$ cat src/rtl/mem_stage.sv
// Memory-access pipeline stage: issues one load or store per request, waits for
// a one-cycle ack with a bounded timeout, and reports completion and writeback.
module mem_stage #(
    parameter int TIMEOUT = 16
) (
    input  logic        clk,
    input  logic        rst,
    input  logic        start,
    input  logic        is_load,
    input  logic        is_store,
    input  logic [15:0] true_addr,
    input  logic [15:0] store_data,
    input  logic [2:0]  dest_reg,
    output logic        mem_req,
    output logic        mem_we,
    output logic [15:0] mem_addr,
    output logic [15:0] mem_wdata,
    input  logic [15:0] mem_rdata,
    input  logic        mem_ack,
    output logic        busy,
    output logic        done,
    output logic        err,
    output logic        wb_en,
    output logic [2:0]  wb_reg,
    output logic [15:0] load_data
);

    typedef enum logic [1:0] {
        IDLE   = 2'd0,
        ACCESS = 2'd1,
        DONE   = 2'd2
    } state_t;

    localparam logic [7:0] CNT_LAST = 8'(TIMEOUT - 1);

    state_t      state_r, state_s;
    logic [7:0]  cnt_r, cnt_s;
    logic        op_load_r, op_load_s;
    logic [15:0] addr_r, addr_s;
    logic [15:0] wdata_r, wdata_s;
    logic [2:0]  dest_r, dest_s;
    logic [15:0] load_data_r, load_data_s;
    logic        mem_req_r, mem_req_s;
    logic        mem_we_r, mem_we_s;
    logic        busy_r, busy_s;
    logic        done_r, done_s;
    logic        err_r, err_s;
    logic        wb_en_r, wb_en_s;

    // Next-state, latch and registered-output decode
    always_comb begin
        state_s     = state_r;
        cnt_s       = cnt_r;
        op_load_s   = op_load_r;
        addr_s      = addr_r;
        wdata_s     = wdata_r;
        dest_s      = dest_r;
        load_data_s = load_data_r;
        mem_req_s   = 1'b0;
        mem_we_s    = 1'b0;
        done_s      = 1'b0;
        err_s       = 1'b0;
        wb_en_s     = 1'b0;

        case (state_r)
            IDLE: begin
                if (start && (is_load ^ is_store)) begin
                    state_s   = ACCESS;
                    cnt_s     = 8'd0;
                    op_load_s = is_load;
                    addr_s    = true_addr;
                    wdata_s   = store_data;
                    dest_s    = dest_reg;
                    mem_req_s = 1'b1;
                    mem_we_s  = is_store;
                end else if (start && is_load && is_store) begin
                    // Conflicting op: flag it without touching memory
                    err_s = 1'b1;
                end else begin
                    state_s = IDLE;
                end
            end
            ACCESS: begin
                // An ack on the final allowed cycle still counts as success
                if (mem_ack) begin
                    state_s = DONE;
                    done_s  = 1'b1;
                    wb_en_s = op_load_r;
                    if (op_load_r) begin
                        load_data_s = mem_rdata;
                    end else begin
                        load_data_s = load_data_r;
                    end
                end else if (cnt_r == CNT_LAST) begin
                    state_s = DONE;
                    done_s  = 1'b1;
                    err_s   = 1'b1;
                end else begin
                    cnt_s     = cnt_r + 8'd1;
                    mem_req_s = 1'b1;
                    mem_we_s  = ~op_load_r;
                end
            end
            DONE: begin
                state_s = IDLE;
            end
            default: begin
                state_s = IDLE;
            end
        endcase

        busy_s = (state_s != IDLE);
    end

    // State, latched operands and output registers
    always_ff @(posedge clk) begin
        if (rst) begin
            state_r     <= IDLE;
            cnt_r       <= 8'd0;
            op_load_r   <= 1'b0;
            addr_r      <= 16'd0;
            wdata_r     <= 16'd0;
            dest_r      <= 3'd0;
            load_data_r <= 16'd0;
            mem_req_r   <= 1'b0;
            mem_we_r    <= 1'b0;
            busy_r      <= 1'b0;
            done_r      <= 1'b0;
            err_r       <= 1'b0;
            wb_en_r     <= 1'b0;
        end else begin
            state_r     <= state_s;
            cnt_r       <= cnt_s;
            op_load_r   <= op_load_s;
            addr_r      <= addr_s;
            wdata_r     <= wdata_s;
            dest_r      <= dest_s;
            load_data_r <= load_data_s;
            mem_req_r   <= mem_req_s;
            mem_we_r    <= mem_we_s;
            busy_r      <= busy_s;
            done_r      <= done_s;
            err_r       <= err_s;
            wb_en_r     <= wb_en_s;
        end
    end

    assign mem_req   = mem_req_r;
    assign mem_we    = mem_we_r;
    assign mem_addr  = addr_r;
    assign mem_wdata = wdata_r;
    assign busy      = busy_r;
    assign done      = done_r;
    assign err       = err_r;
    assign wb_en     = wb_en_r;
    assign wb_reg    = dest_r;
    assign load_data = load_data_r;

endmodule

$ cat config.mk
export PLATFORM = sky130hd
export DESIGN_NAME = mem_stage
export DESIGN_NICKNAME = d
export VERILOG_FILES = /design/src/rtl/mem_stage.sv
export SDC_FILE = /design/constraint.sdc
export NUM_CORES = 1
export LEC_CHECK = 0
export CAP_MARGIN = 20
export CORE_UTILIZATION = 38
export CTS_BUF_LIST = sky130_fd_sc_hd__clkbuf_8
export CTS_CLUSTER_DIAMETER = 60
export CTS_CLUSTER_SIZE = 14
export DETAILED_ROUTE_END_ITERATION = 10
export PLACE_DENSITY = 0.77
export SKIP_LAST_GASP = 1
export SYNTH_ARGS = -nofsm -noshare
export SYNTH_HDL_FRONTEND = slang
export SYNTH_SLANG_ARGS = --single-unit
export TNS_END_PERCENT = 10
$ cat constraint.sdc
create_clock -name clk -period 1.59 [get_ports clk]
set_input_delay 0.3975 -clock clk [delete_from_list [all_inputs] [get_ports clk]]
set_output_delay 0.3975 -clock clk [all_outputs]
set_load 0.01 [all_outputs]
==> reports/results.txt, run 1 <==
clk_lat worst skew - 330 ps
ranking of synthesized cells by area - dfxtp_1, nand2_1, a21oi_1
Antenna Nets Post-Route - 0
number of setup buffers added after CTS - 0
Clock Tree Buf Depth - 2
final setup fails - 42
Req. time, crit path - 1850 ps
Nets - 496
RSZ-0062 raised after global routing - true
syn_nets - 370
diodes inserted - 0
most common library cells after synthesis - nand2_1, dfxtp_1, a21oi_1
remaining global-route overflow - 0
Root Buffer - clkbuf_8
cell family with most CP delay - simple AND/OR/NAND/NOR gates
gpl congestion - 0.846
Via Count - 2554
Setup CP Type - primary input to flip-flop
CP max FO - 4
async set-reset flop share out of synthesis - 0
vias in the first global route - 2395
failing checks - negative setup slack
CTS tree - built
number of antenna violations at the first check in global routing - 0
Yosys top cell by area - dfxtp_1
crit-path cells - clkdlybuf4s50_1 -> or3b_4 -> a21o_1 -> or3_1 -> a31oi_1
Slowest-stage cell, CP - clkdlybuf4s50_1
fin worst setup slack - -43.0 ps
Pins Over Slew Limit - 0
Post-Syn Area per Cell - 8.01 um2
status - finished with violations
EDFF count, synth - 0
Iter 0 DRT Violations - 129
Arrival @ worst endpoint - 1890 ps
first-pass GRT wire length - 11000 um
core box area - 6350 um2
clock-pin slew on the worst setup and hold paths - 60 ps
row cnt - 29
Slew @ Worst Pin - 419 ps
largest net degree at the start of global routing - 33
Post-Syn Area - 2500 um2
post-synth top area share - 0.545
all-layer global routing usage - 0.199
clk sinks - 68
Yosys reg bits - 68
dpl ws - -392 ps
Slew headroom - 0.721
Die Y - 83.1 um
drt pass-1 iters - 4
crit path buf inv count - 1
Initial Util - 0.393
skew final - 6.81 ps
layout cells sized above 1 - 0.0948
Slowest Stage Delay on Critical Path - 420 ps
power density cells - 901 nW/um2
MaxCap Viol Count - 0
I/O pin cnt - 114
total power - 3.64 mW
Leakage - 1.51 nW
die area - 6900 um2
Layout area overhead - 61.8%
drt wl/cell - 12.7 um
most frequent cell after synthesis - nand2_1
count of cell types in the netlist - 29
final wirelength - 6630 um
Port Buffers - 113
YS warnings - 0
Main synth FF type - dfxtp_1
crit end category - flip-flop
Seq/Total Area, Yosys - 0.545
fmax - 612 MHz
startpoint types - primary input
Final HPWL DP - 4700 um
cells after synthesis - 312
TritonCTS Buffers - 9
H-tree levels - 3
final hold viol count - 0
Peak VDD IR - 0.495 mV
HP Class - flip-flop to flip-flop
Period minus WS final - 1630 ps
residual DRC count - 0
die width - 83.1 um
number of vias per cell - 4.91
final period utilization - 1.03
[repair_timing]
item	4_1_cts	5_1_grt
pin swaps	0	0
hold buffers	0	0
endpoints found under the setup margin	63	92
resized for setup	6	9
[area by class of cell]
| cell class | instances | area (um2) |
|---|---|---|
| Timing Repair Buffer | 135 | 1340 |
| Sequential cell | 68 | 1360 |
| Multi-Input combinational cell | 224 | 1070 |
| Fill cell | 556 | 2310 |
| Tap cell | 77 | 96.3 |
| Clock inverter | 4 | 16.3 |
| Clock buffer | 12 | 165 |
[tightest hold or removal path: cells and delay by family, from the launching register on]
family / cells / cell delay (ps)
flip-flops: 1 / 310
AND/OR/NAND/NOR: 1 / 50
AO/OA/AOI/OAI: 1 / 50
[layer usage]
layer  up-vias  GRT usage  wire, um
met5         -          0         0
met4         0      0.100       166
met2       103      0.308      2990
met3        14     0.0755       544
met1      1142      0.240      2930
li1       1295          -         -
[through the flow]
stage                     cells  hold slack [ps]  instance area (um2)  setup TNS [ps]   util
after floorplan             312              460                 2500               0      -
after global placement      504              441                 3840          -13200  0.604
after detailed placement    504              449                 3840          -15130  0.604
after CTS                   520              457                 4010           -1520  0.632
after global routing        520              476                 4040           -3330  0.637
final                       520              455                 4040            -443  0.637
[final timing paths]
kind / from / to / slack (ps) / cells after the start
min reg2reg: load_data[1] / load_data[1] / 450 / 2
max: mem_ack / cnt_r[7] / -40 / 5
min: load_data[1] / load_data[1] / 450 / 2
max reg2reg: state_r[1] / cnt_r[7] / 20 / 4
[cells by family (layout without fill, tap and decap cells)]
family	count (synthesis)	in the layout	share of synthesized area
and+or+nand+nor	147	147	0.255
xor gates and xnor gates	1	1	0.00351
adders and majority gates	1	1	0.00501
DFF	68	68	0.545
AOI/OAI and AO/OA	75	75	0.157
buffers and inverters	20	151	0.0351
[report_power, final]
part	switching (mW)	internal (mW)	total, mW	leakage (nW)
registers	0.0343	1.77	1.80	0.553
logic	0.235	0.323	0.559	0.848
clock network	0.604	0.675	1.28	0.106
[cell usage in the layout, fill, tap and decap left out, types with 2 or more instances in the layout]
cell type        instances
buf_12                   3
nor2_1                   4
nor3_1                   6
o21ai_0                  3
nand3_1                 13
inv_1                    3
buf_4                   17
nand2_1                107
or3_1                    2
dfxtp_1                 68
or3b_4                   2
and3_1                   3
nor2b_1                  2
a31oi_1                  4
dlygate4sd2_1            6
clkbuf_8                12
a21oi_1                 63
clkdlybuf4s50_1        105
(Power assumes the default switching activity.)
==> run 2, diff against run 1 <==
Settings changed: CORE_MARGIN set to 2, CORE_UTILIZATION 38 to 25, PLACE_DENSITY 0.77 to not set.
==> run 2 against run 1 <==
The flow still finishes with violations (negative setup slack). Register-to-register slack hardly changed. Global-route usage fell by 6.1 points. Flip-flop and latch count is the same. Critical path depth down 4. Clock power rose by 38%. Combinational power increased by 11%. Non-clock buffer count grew 6. Hold slack lost 2.3 ps. Total power increased by 15%. Die area up 57%. Wire length up 13%. Via count grew 0.35%.
==> reports/results.txt, run 2 (synthesized netlist as in run 1, its figures left out) <==
Slowest Stage Delay on Critical Path - 560 ps (was 420 ps)
crit-path cells - clkdlybuf4s50_1 (was clkdlybuf4s50_1 -> or3b_4 -> a21o_1 -> or3_1 -> a31oi_1)
I/O pin cnt - 114 (unchanged)
Fill cells - 988 (was 556)
Final HPWL DP - 5090 um (was 4700 um)
Peak VDD IR - 0.625 mV (was 0.495 mV)
Post-CTS Hold Buffers - 0 (unchanged)
clock-pin slew on the worst setup and hold paths - 70 ps (was 60 ps)
post-route cell area - 4320 um2 (was 4040 um2)
Critical Path Start - mem_wdata[11] (was mem_ack)
instance count on the critical path - 1 (was 5)
RSZ-0062 raised after global routing - true (unchanged)
Root Buffer - clkbuf_8 (unchanged)
die area - 10800 um2 (was 6900 um2)
drt wl/cell - 12.9 um (was 12.7 um)
register area - 1360 um2 (unchanged)
CTS tree - built (unchanged)
residual DRC count - 0 (unchanged)
Initial Util - 0.257 (was 0.393)
Antenna Nets Post-Route - 0 (unchanged)
clk_lat worst skew - 340 ps (was 330 ps)
drt pass-1 iters - 4 (unchanged)
final wirelength - 7510 um (was 6630 um)
core box area - 9730 um2 (was 6350 um2)
all-layer global routing usage - 0.138 (was 0.199)
layout cells sized above 1 - 0.111 (was 0.0948)
Period minus WS final - 1630 ps (about the same)
die width - 104 um (was 83.1 um)
failing checks - negative setup slack (unchanged)
Req. time, crit path - 1190 ps (was 1850 ps)
crit end category - output port (was flip-flop)
number of vias per cell - 4.40 (was 4.91)
first-pass GRT wire length - 12200 um (was 11000 um)
RR Endpoint - cnt_r[5] (was cnt_r[7])
Leakage - 1.68 nW (was 1.51 nW)
Port Buffers - 113 (unchanged)
cell family with most CP delay - buffers and inverters (was simple AND/OR/NAND/NOR gates)
largest net degree at the start of global routing - 34 (was 33)
skew final - 8.33 ps (was 6.81 ps)
power density cells - 971 nW/um2 (was 901 nW/um2)
remaining global-route overflow - 0 (unchanged)
Slowest-stage cell, CP - clkdlybuf4s50_1 (unchanged)
Setup crit end - mem_wdata[11] (was cnt_r[7])
Worst Reg-to-Reg Cells - 4 (unchanged)
Clock Tree Buf Depth - 2 (unchanged)
Pins Over Slew Limit - 0 (unchanged)
Nets - 502 (was 496)
row cnt - 36 (was 29)
Setup TNS - -464 ps (was -443 ps)
fmax - 614 MHz (was 612 MHz)
Layout area overhead - 72.8% (was 61.8%)
final period utilization - 1.02 (was 1.03)
crit path buf inv count - 1 (unchanged)
HP Class - flip-flop to flip-flop (unchanged)
Slew @ Worst Pin - 373 ps (was 419 ps)
Iter 0 DRT Violations - 108 (was 129)
final setup fails - 34 (was 42)
status - finished with violations (unchanged)
area of the multi-input gates - 1070 um2 (about the same)
TritonCTS Buffers - 9 (unchanged)
final hold viol count - 0 (unchanged)
vias in the first global route - 2508 (was 2395)
number of antenna violations at the first check in global routing - 0 (unchanged)
clk sinks - 68 (unchanged)
commonest non-fill, non-tap cell in the layout - nand2_1 (unchanged)
H-tree levels - 3 (unchanged)
fin worst setup slack - -38.9 ps (was -43.0 ps)
Slew headroom - 0.751 (was 0.721)
CP max FO - 2 (was 4)
r2r setup slk - 30 ps (was 20 ps)
diodes inserted - 0 (unchanged)
gpl congestion - 0.714 (was 0.846)
commonest cells after routing, fill and taps aside - nand2_1, clkdlybuf4s50_1, dfxtp_1, a21oi_1, buf_4 (unchanged)
Arrival @ worst endpoint - 1230 ps (was 1890 ps)
reg2reg start - state_r[1] (unchanged)
DP Area - 3950 um2 (was 3840 um2)
Via Count - 2563 (was 2554)
MaxCap Viol Count - 0 (unchanged)
Setup CP Type - flip-flop to output port (was primary input to flip-flop)
startpoint types - flip-flop (was primary input)
Die Y - 104 um (was 83.1 um)
## run 2: area by class of cell
cell class | count | area share
Timing Repair Buffer | 141 | 0.341
Sequential cell | 68 | 0.315
Multi-Input combinational cell | 224 | 0.247
Tap cell | 133 | 0.0385
Clock buffer | 11 | 0.0351
Clock inverter | 5 | 0.0229
## run 2: worst min-delay path by stage
stage                            start      endpoint  slack (ps)  cells past startpoint
after global routing               rst     wb_reg[0]         460                      2
after global placement    mem_addr[13]  mem_addr[13]         440                      2
final                     mem_addr[10]  mem_addr[10]         450                      2
after floorplan               cnt_r[1]      cnt_r[1]         460                      2
after CTS                          rst     wb_reg[0]         440                      2
after detailed placement  load_data[6]  load_data[6]         450                      2
## run 2: timing repair
item                                    in CTS  in global routing
gates cloned                                 0                  3
buffers inserted                             0                  1
endpoints found under the hold margin        0                  0
endpoints found under the setup margin      62                 88
pin swaps                                    2                  1
resized for setup                            8                  9
## run 2: routing by layer
metal	wire, um	track usage	part of all wire	up-vias
met3	682	0.0645	0.091	12
met4	80	0.0376	0.011	0
met5	0	0	0	-
li1	-	-	-	1308
met2	3200	0.211	0.43	105
met1	3540	0.174	0.47	1138
## run 2: metrics by stage
stage               hold WS, ps   util  setup WS [ps]  instances  total power, mW
floorplan                   460      -           84.2        312             2.04
global placement            442  0.406           -396        562             2.41
detailed placement          446  0.406           -405        562             2.42
CTS                         444  0.431          -53.1        578             4.20
global route                461  0.444          -87.5        582             4.39
finish                      452  0.444          -38.9        582             4.19
## run 2: power by group
part	switching, mW	internal (mW)	total (mW)
registers	0.0326	1.77	1.80
logic	0.256	0.363	0.619
clock network	0.649	1.12	1.77
total	0.938	3.25	4.19
## run 2: tightest hold or removal path, stage by stage, from the launching register on
cell	delay, ps
dfxtp_1	310
nand2_1	50
a21oi_1	50
==> run 3, diff against run 2 <==
Settings changed: HOLD_SLACK_MARGIN set to 0.05, TNS_END_PERCENT 10 to 1.
==> run 3 against run 2 <==
The flow still finishes with violations (negative setup slack). First-iteration DRC count shrank 5.6%. Sequential share of layout area grew 0.88 points. Via count shrank 0.62%. Fmax shrank 2.1%. Hold slack is essentially flat. Wire length shrank 4.9%. Flip-flop and latch count is the same. Clock skew is essentially flat. Clock power is essentially flat. Global-route usage is essentially flat. Utilization shrank 1.2 points. Non-clock buffer count shrank 4.
==> reports/results.txt, run 3 (synthesized netlist as in run 1, its figures left out) <==
status - finished with violations (unchanged)
failing checks - negative setup slack (unchanged)
number of antenna violations at the first check in global routing - 0 (unchanged)
Final HPWL DP - 5090 um (unchanged)
MaxCap Viol Count - 0 (unchanged)
Pins Over Slew Limit - 0 (unchanged)
drt wl/cell - 12.4 um (was 12.9 um)
all-layer global routing usage - 0.138 (about the same)
Layout Cells excl Fill - 578 (was 582)
Arrival @ worst endpoint - 1930 ps (was 1230 ps)
CP max FO - 4 (was 2)
Clock Tree Buf Depth - 2 (unchanged)
number of vias per cell - 4.41 (was 4.40)
Slowest Stage Delay on Critical Path - 410 ps (was 560 ps)
die area - 10800 um2 (unchanged)
fin worst setup slack - -73.8 ps (was -38.9 ps)
clock share of power - 0.427 (was 0.422)
vias in the first global route - 2510 (was 2508)
Slew @ Worst Pin - 366 ps (was 373 ps)
layout cells sized above 1 - 0.0966 (was 0.111)
clk sinks - 68 (unchanged)
Setup CP Type - primary input to flip-flop (was flip-flop to output port)
Sw Share - 0.222 (was 0.224)
Cells after DPL - 562 (unchanged)
Layout area overhead - 68.1% (was 72.8%)
clk_lat worst skew - 340 ps (about the same)
RR Endpoint - cnt_r[7] (was cnt_r[5])
Root Buffer - clkbuf_8 (unchanged)
post-route cell area - 4200 um2 (was 4320 um2)
commonest non-fill, non-tap cell in the layout - clkdlybuf4s50_1 (was nand2_1)
Antenna Nets Post-Route - 0 (unchanged)
clock-pin slew on the worst setup and hold paths - 70 ps (about the same)
r2r setup slk - -20 ps (was 30 ps)
fmax - 601 MHz (was 614 MHz)
total power - 4.14 mW (was 4.19 mW)
residual DRC count - 0 (unchanged)
instance count on the critical path - 5 (was 1)
HP Class - flip-flop to flip-flop (unchanged)
largest net degree at the start of global routing - 34 (unchanged)
gpl congestion - 0.714 (unchanged)
Net Sw Power - 0.920 mW (was 0.938 mW)
drt pass-1 iters - 4 (unchanged)
Worst Reg-to-Reg Cells - 4 (unchanged)
crit end category - flip-flop (was output port)
CTS tree - built (unchanged)
Setup crit end - cnt_r[7] (was mem_wdata[11])
final core utilization - 0.432 (was 0.444)
Critical Path Start - mem_ack (was mem_wdata[11])
core box area - 9730 um2 (unchanged)
Die Y - 104 um (unchanged)
final period utilization - 1.05 (was 1.02)
skew final - 8.23 ps (was 8.33 ps)
Initial Util - 0.257 (unchanged)
Iter 0 DRT Violations - 102 (was 108)
cell family with most CP delay - simple AND/OR/NAND/NOR gates (was buffers and inverters)
commonest cells after routing, fill and taps aside - clkdlybuf4s50_1, nand2_1, dfxtp_1, a21oi_1, buf_4 (was nand2_1, clkdlybuf4s50_1, dfxtp_1, a21oi_1, buf_4)
Slowest-stage cell, CP - clkdlybuf4s50_1 (unchanged)
Comb power frac - 0.137 (was 0.148)
diodes inserted - 0 (unchanged)
die width - 104 um (unchanged)
sequential share of power - 0.435 (was 0.430)
Setup TNS - -843 ps (was -464 ps)
startpoint types - primary input (was flip-flop)
Post-CTS Hold Buffers - 0 (unchanged)
Fin Hold WS - 452 ps (about the same)
RSZ-0062 raised after global routing - true (unchanged)
H-tree levels - 3 (unchanged)
row cnt - 36 (unchanged)
Peak VDD IR - 0.622 mV (was 0.625 mV)
Slew headroom - 0.756 (was 0.751)
Period minus WS final - 1660 ps (was 1630 ps)
crit path buf inv count - 1 (unchanged)
power density cells - 986 nW/um2 (was 971 nW/um2)
Internal - 3.22 mW (was 3.25 mW)
Nets - 498 (was 502)
crit-path cells - clkdlybuf4s50_1 -> or3b_1 -> a21o_1 -> or3_1 -> a31oi_1 (was clkdlybuf4s50_1)
final wirelength - 7150 um (was 7510 um)
first-pass GRT wire length - 12200 um (about the same)
TritonCTS Buffers - 9 (unchanged)
final setup fails - 50 (was 34)
Port Buffers - 113 (unchanged)
I/O pin cnt - 114 (unchanged)
dpl ws - -405 ps (unchanged)
final hold viol count - 0 (unchanged)
Req. time, crit path - 1850 ps (was 1190 ps)
Leakage - 1.52 nW (was 1.68 nW)
remaining global-route overflow - 0 (unchanged)
DP Area - 3950 um2 (unchanged)
reg2reg start - state_r[1] (unchanged)
Via Count - 2547 (was 2563)
## run 3: cell count changes in the layout (fill, tap and decap cells not counted), moves of 2 or more
cell / previous run / this run
clkbuf_16: 3 / 0
clkdlybuf4s50_1: 99 / 110
dlygate4sd2_1: 6 / 1
dlymetal6s2s_1: 7 / 1
or3b_1: 0 / 2
or3b_4: 2 / 0
## run 3: how the worst min path moves through the flow
stage	start	end	slack, ps	cells past startpoint
finish	mem_addr[10]	mem_addr[10]	450	2
global route	rst	wb_reg[0]	460	2
floorplan	cnt_r[1]	cnt_r[1]	460	2
detailed placement	load_data[6]	load_data[6]	450	2
CTS	rst	wb_reg[0]	440	2
global placement	mem_addr[13]	mem_addr[13]	440	2
## run 3: power groups by stage
stage	registers [mW]	clock network (mW)	logic [mW]
finish	1.80	1.77	0.569
global route	1.81	1.90	0.620
CTS	1.80	1.82	0.576
detailed placement	1.84	0	0.573
global placement	1.84	0	0.569
floorplan	1.87	0	0.173
## run 3: final cells by class
class / count / area (um2)
timing repair buffer: 137 / 1370
clock inverter: 5 / 98.8
multi-input combinational: 224 / 1050
clock buffer: 11 / 151
fill: 1001 / 5530
sequential: 68 / 1360
tap: 133 / 166
## run 3: worst reg2reg max path: cells and delay by family, from the launching register on
family             cells  cell delay, ps
DFF                    1             380
and+or+nand+nor        2             780
AOI/OAI and AO/OA      2             380
## run 3: metal layers
| metal | vias to the layer above | part of all wire | global-route usage |
|---|---|---|---|
| li1 | 1299 | - | - |
| met1 | 1121 | 0.46 | 0.175 |
| met2 | 115 | 0.43 | 0.211 |
| met3 | 12 | 0.10 | 0.0645 |
| met4 | 0 | 0.011 | 0.0376 |
| met5 | - | 0 | 0 |
## run 3: timing repair
item                                    in CTS  in global routing
buffers inserted                             0                  0
gates resized for setup                      1                  1
endpoints found under the setup margin      62                 96
==> edit (settings of run 2) <==
Re-encode `state_t` (3 states) as one-hot, 3 bits wide.
--- a/src/rtl/mem_stage.sv
+++ b/src/rtl/mem_stage.sv
@@ -26,8 +26,8 @@
 );
 
-    typedef enum logic [1:0] {
-        IDLE   = 2'd0,
-        ACCESS = 2'd1,
-        DONE   = 2'd2
+    typedef enum logic [2:0] {
+        IDLE   = 3'b001,
+        ACCESS = 3'b010,
+        DONE   = 3'b100
     } state_t;
 
Behaviour: same outputs for any inputs over 10 cycles, from zero or initial values and one cycle with rst high; not proved beyond that.
==> edit against run 2 <==
  * The flow still finishes with violations (negative setup slack)
  * Total power down 16%
  * Hold slack lost 0.0059 ns
  * Setup slack improved by 0.013 ns
  * Global-route usage decreased by 0.69 points
  * Clock skew grew 0.0028 ns
  * Maximum frequency increased by 0.79%
  * Design area down 5.7%
  * Synthesized area up 1.1%
  * Sequential cell count increased by 1
  * Routed wire length shrank 6.2%
  * Synthesized cell count fell by 2.2%
  * Largest cell class is now flip-flops and latches
  * Largest power group unchanged
==> edit: results (changes against run 2) <==
Final clock-cell share=3.90% (-1.9 points); Resized Gates After CTS=5 (-3); count of placed standard cells in the final layout, fillers left out=565 (-2.9%); grt met1 use=15.7% (-1.7 points); via count=2,503 (-2.3%); area taken by flip-flops and latches=1380 µm² (+1.7%); ratio of cells with drive above 1 in the final layout=8.80% (-2.3 points); final count of negative-setup-slack endpoints=31 (-8.8%); combined global-route utilization of all metal layers=13.1% (-0.69 points); Hold Startpoint=rst; mean area per synthesized cell=8.28 µm² (+3.4%); worst-case clock skew=0.0112 ns (+0.00284 ns); first-pass GRT wire length=11,500 µm (-6.1%); worst hold path cell count=3 (+1); violated checks=negative setup slack; Syn Std Cell Area=2530 µm² (+1.1%); Clk. pwr=1.20 mW (-32%); Setup TNS Final=-0.338 ns (+0.126 ns); Hold WC Path Type=in2reg; standby leakage power=1.58 nW (-6.1%); non-clk buf share=31.7% (-2.5 points); number of DRC markers in iteration 0=99 (-8.3%); endpoint of the worst hold path=cnt_r[3]$_SDFFE_PP0P_; Post-Place Setup Slack=-0.331 ns (+0.0738 ns); CTS Sinks=69 (+1.5%); vias in the first global route=2,422 (-3.4%); routed length per instance=12.5 µm (-3.3%); post-layout net count=486 (-3.2%); multi-input logic portion of the cell area=26.1% (+1.4 points); Post-synth top flop=dfxtp_1; placement-stage cell area=3890 µm² (-1.6%); library cells used by synthesis=35 (+21%); number of non-clock inverters=3 (+3); detailed route wirelength on metal2=3140 µm (-1.9%); least setup slack across all paths after layout=-0.0262 ns (+0.0127 ns); run status=finished with violations; post-detailed-placement half-perimeter wirelength=5070 µm (-0.44%); largest net degree at the start of global routing=37 (+8.8%); cell internal pwr=2.65 mW (-19%); met2 GRT Util=20.6% (-0.42 points); list of most frequent post-synthesis cells=108 x nand2_1, 69 x dfxtp_1, 57 x a21oi_1; number of clock buffers in the layout=10 (-1); reg-to-reg critical path startpoint=cnt_r[4]$_SDFFE_PP0P_; xor and xnor fraction of the mapped netlist area=0.693% (+0.34 points); Peak VDD IR=329 µV (-47%); Detail Route met3 WL=611 µm (-10%); met3 Use GR=4.89% (-1.6 points); Worst Max-Slew Pin Slew=0.395 ns (+0.0218 ns); combinational share of power=13.9% (-0.9 points); sequential area share after synthesis=54.7% (+0.20 points); Non-CTS buffers=130 (-7.8%); compound-gate portion of the synthesized area=16.8% (+1.2 points); metal1 wirelength=3210 µm (-9.5%)
## edit: cell count changes after synthesis, sizes merged, moves of 2 or more
| cell | change |
|---|---|
| nand3 | -7 |
| a21oi | -6 |
| nor3 | -6 |
| buf | -5 |
| clkbuf | +3 |
| inv | +3 |
| and2 | +2 |
| nand2b | -2 |
| nor2 | +2 |
| nor2b | -2 |
| o21a | +2 |
| or3 | +2 |
## edit: how the worst max path moves through the flow
stage	slack [ns]	start	end
3_5_place_dp	-0.33	mem_ack	mem_we$_SDFF_PP0_
6_report	-0.03	mem_wdata[11]$_SDFFE_PP0P_	mem_wdata[11]
5_1_grt	-0.09	mem_wdata[7]$_SDFFE_PP0P_	mem_wdata[7]
4_1_cts	-0.06	mem_addr[15]$_SDFFE_PP0P_	mem_addr[15]
2_1_floorplan	0.10	cnt_r[4]$_SDFFE_PP0P_	cnt_r[5]$_SDFFE_PP0P_
3_3_place_gp	-0.29	mem_ack	cnt_r[5]$_SDFFE_PP0P_
